==> src/rtl/sipo.sv <==
// Serial-in parallel-out shift register with frame counter.
// Emits a one-cycle frame_valid pulse each time WIDTH new bits have been captured.
module sipo #(
  parameter int unsigned WIDTH     = 4,
  parameter bit          MSB_FIRST = 1'b1
) (
  input  logic                    clk,
  input  logic                    reset,
  input  logic                    datain,
  output logic [WIDTH-1:0]        dataout,
  output logic                    frame_valid,
  output logic [$clog2(WIDTH):0]  bit_count
);

  localparam int unsigned CW   = $clog2(WIDTH) + 1;
  localparam logic [CW-1:0] LAST = CW'(WIDTH - 1);

  logic [WIDTH-1:0] shift_c;
  logic [CW-1:0]    count_c;
  logic             wrap_c;

  // Entry side of the register is fixed by MSB_FIRST.
  generate
    if (MSB_FIRST) begin : g_msb_first
      assign shift_c = {dataout[WIDTH-2:0], datain};
    end else begin : g_lsb_first
      assign shift_c = {datain, dataout[WIDTH-1:1]};
    end
  endgenerate

  // Frame position counter wraps after the WIDTH-th bit.
  always_comb begin
    wrap_c  = (bit_count == LAST);
    count_c = bit_count + CW'(1);
    if (wrap_c) begin
      count_c = '0;
    end
  end

  always_ff @(posedge clk) begin
    if (reset) begin
      dataout     <= '0;
      bit_count   <= '0;
      frame_valid <= 1'b0;
    end else begin
      dataout     <= shift_c;
      bit_count   <= count_c;
      frame_valid <= wrap_c;
    end
  end

endmodule

==> config.mk <==
export PLATFORM = sky130hd
export DESIGN_NAME = sipo
export DESIGN_NICKNAME = d
export VERILOG_FILES = /design/src/rtl/sipo.sv
export SDC_FILE = /design/constraint.sdc
export NUM_CORES = 1
export LEC_CHECK = 0
export BUFFER_PORTS_ARGS = -buffer_cell sky130_fd_sc_hd__buf_2
export CORE_AREA = 4 4 41 43
export CTS_CLUSTER_DIAMETER = 60
export DETAILED_ROUTE_END_ITERATION = 16
export DIE_AREA = 0 0 45 47
export GPL_TIMING_DRIVEN = 0
export PLACE_DENSITY = 0.4
export SYNTH_ARGS = -nofsm -noshare
export SYNTH_HDL_FRONTEND = slang
export SYNTH_SLANG_ARGS = --single-unit
==> constraint.sdc <==
create_clock -name clk -period 1.6 [get_ports clk]
set_input_delay 0.32 -clock clk [delete_from_list [all_inputs] [get_ports clk]]
set_output_delay 0.32 -clock clk [all_outputs]
set_load 0.02 [all_outputs]
==> reports/metrics.cfg <==
[setup_path]
crit_type = flip-flop to output pin
cpMaxStageDelayCell = dfxtp_1
critical_path_required_ns = 1.28
cp.buffers_inverters = 1
critPathLaunchType = flip-flop
path_cells = buf_2
max_stage_delay_ns = 0.35
cp-end-kind = output pin
critPathMaxFanout = 3
cp_top_family = flip-flops
startpoint = bit_count[0]
worstPathArrival_ns = 0.77
reg2reg_from = bit_count[0]
ff2ff_setup_slack_ns = 0.58

[clock_tree]
clock_path_buffers = 2
numCtsBuffers = 3
postCtsResizedCells = 0
tritoncts = built
clkSlewWorstSetupHoldPaths_ns = 0.05
cts_sinks = 8
root_buffer = clkbuf_4
htreeDepth = 1
clk_latency_ns = 0.25
postCtsSetupRepairBufs = 0
cts_hold_buf = 0

[finish]
final_cell_area_um2 = 334
fin_nets = 39
drive_above_1_share_pct = 43.8
fillers = 150
layout-area-overhead-vs-synth_pct = 37.6
seq_area_um2 = 160
multi_input_area_um2 = 78.8
antennaDiodeCount = 0
utilization_pct = 25.7
stdcell_count = 47

[drt]
ant_nets = 0
viasPerCell = 3.72
drtPass1Iterations = 2
routed_wl_um = 416
wl_met1_um = 153
first_iter_violations = 2
wl_met3_um = 40
wl_met2_um = 219
drcViolationCount = 0
wl_per_cell_um = 8.85
num_vias = 175
top_layer = met4

[timing]
finalHoldViolCount = 0
period_needed_ns = 1.09
max_freq_mhz = 917
worst_slew_pin_slew_ns = 0.150
period_share_pct = 68.1
fin_tns_setup_ns = 0
fin_skew_ns = 0.000153
slew_headroom_pct = 89.9
rsz0062_at_grt = no
finalSetupViolCount = 0
final.setup.worst_slack_ns = 0.510
slew_violations = 0
whs_ns = 0.282

[die]
io_pins = 11
die_area_um2 = 2120
die_h_um = 47
die_w_um = 45
rows = 13
core_um2 = 1300
start_util_pct = 18.7

[placement]
portBuffers = 10
place_ws_ns = 0.573
place_inst = 44
gp_congestion = 0.538
placed_cell_area_um2 = 312

[yosys]
async_reset_ff_share_pct = 0
yosysSeqAreaShare_pct = 66.0
synthTopCellsByArea = dfxtp_1, nor2b_1, ha_1
ys_warn_count = 0
synthCells = 19
avgSynthCellArea_um2 = 12.8
synth_top_area_cell = dfxtp_1
mappedNetlistArea_um2 = 243
synth_edf_count = 0
synth_ff_type = dfxtp_1
netlist_top_cells_count = dfxtp_1, nor2b_1, ha_1, nor3_1
post-synth-top-count-cell = dfxtp_1
synth_nets = 24
yosys.cell_types.count = 6
synth_top_area_share_pct = 66.0
ys_ff_latch = 8

[power_and_ir_drop]
p_leak_nw = 0.163
power_density_nw_per_um2 = 1260
switchingPower_uw = 101
clkPwrFrac_pct = 35.5
p_sw_share_pct = 24.0
power.total_uw = 422
p_comb_share_pct = 12.7
p_seq_share_pct = 51.8
internal_power_uw = 320
vdd_drop_max_v = 0.000335

[grt]
grt_pass1_wl_um = 586
grtUsageTotal_pct = 4.68
grt-ovfl-total = 0
grt_pass1_vias = 151
antenna_found_initial = 0
grt_start_max_net_pins = 9

[min_path]
hold_path_class = primary input to flip-flop
hp-start = datain

[run]
drv_cap = 0

[outcome]
status = complete, no violations

## routing by layer
metal / vias to the layer above / GRT usage (%)
met4: 0 / 8.77
met3: 2 / 2.30
met1: 80 / 3.45
met5: - / 0
met2: 5 / 6.50
li1: 88 / -
## area by class of cell
cell class                      count  area share, %
Sequential cell                     8           47.9
Multi-Input combinational cell     10           23.6
Timing Repair Buffer               10           15.0
Clock buffer                        3           6.74
Tap cell                           15           5.62
Inverter                            1           1.12
## power groups by stage
| stage | clock (mW) | combinational, mW | sequential [mW] |
|---|---|---|---|
| floorplan | 0 | 0.0168 | 0.240 |
| global route | 0.167 | 0.0584 | 0.220 |
| CTS | 0.158 | 0.0553 | 0.219 |
| finish | 0.150 | 0.0537 | 0.218 |
| detailed placement | 0 | 0.0553 | 0.223 |
| global placement | 0 | 0.0531 | 0.222 |
## cell usage in the layout, fill, tap and decap left out, drive strengths merged
cell,synthesis,layout
ha,2,2
clkbuf,0,3
inv,1,1
nor3,2,2
dfxtp,8,8
nor2b,5,5
buf,0,10
nor3b,1,1
## logic make-up (layout without fill, tap and decap cells)
kind of cell / after synthesis / after routing / synth area share (%)
buffers and inverters: 1 / 14 / 1.54
adders and majority gates: 2 / 2 / 10.3
DFF: 8 / 8 / 66.0
and+or+nand+nor: 8 / 8 / 22.2
## flip-flops by register name (all words and copies together), names as in the netlist
register     flops
frame_valid      1
bit_count        3
dataout          4
## final timing paths
kind             endpoint  cells after the start
max          bit_count[0]                      1
min            dataout[0]                      2
min reg2reg    dataout[3]                      1
max reg2reg  bit_count[2]                      3
Note: power is estimated with default switching activity, not from simulation.
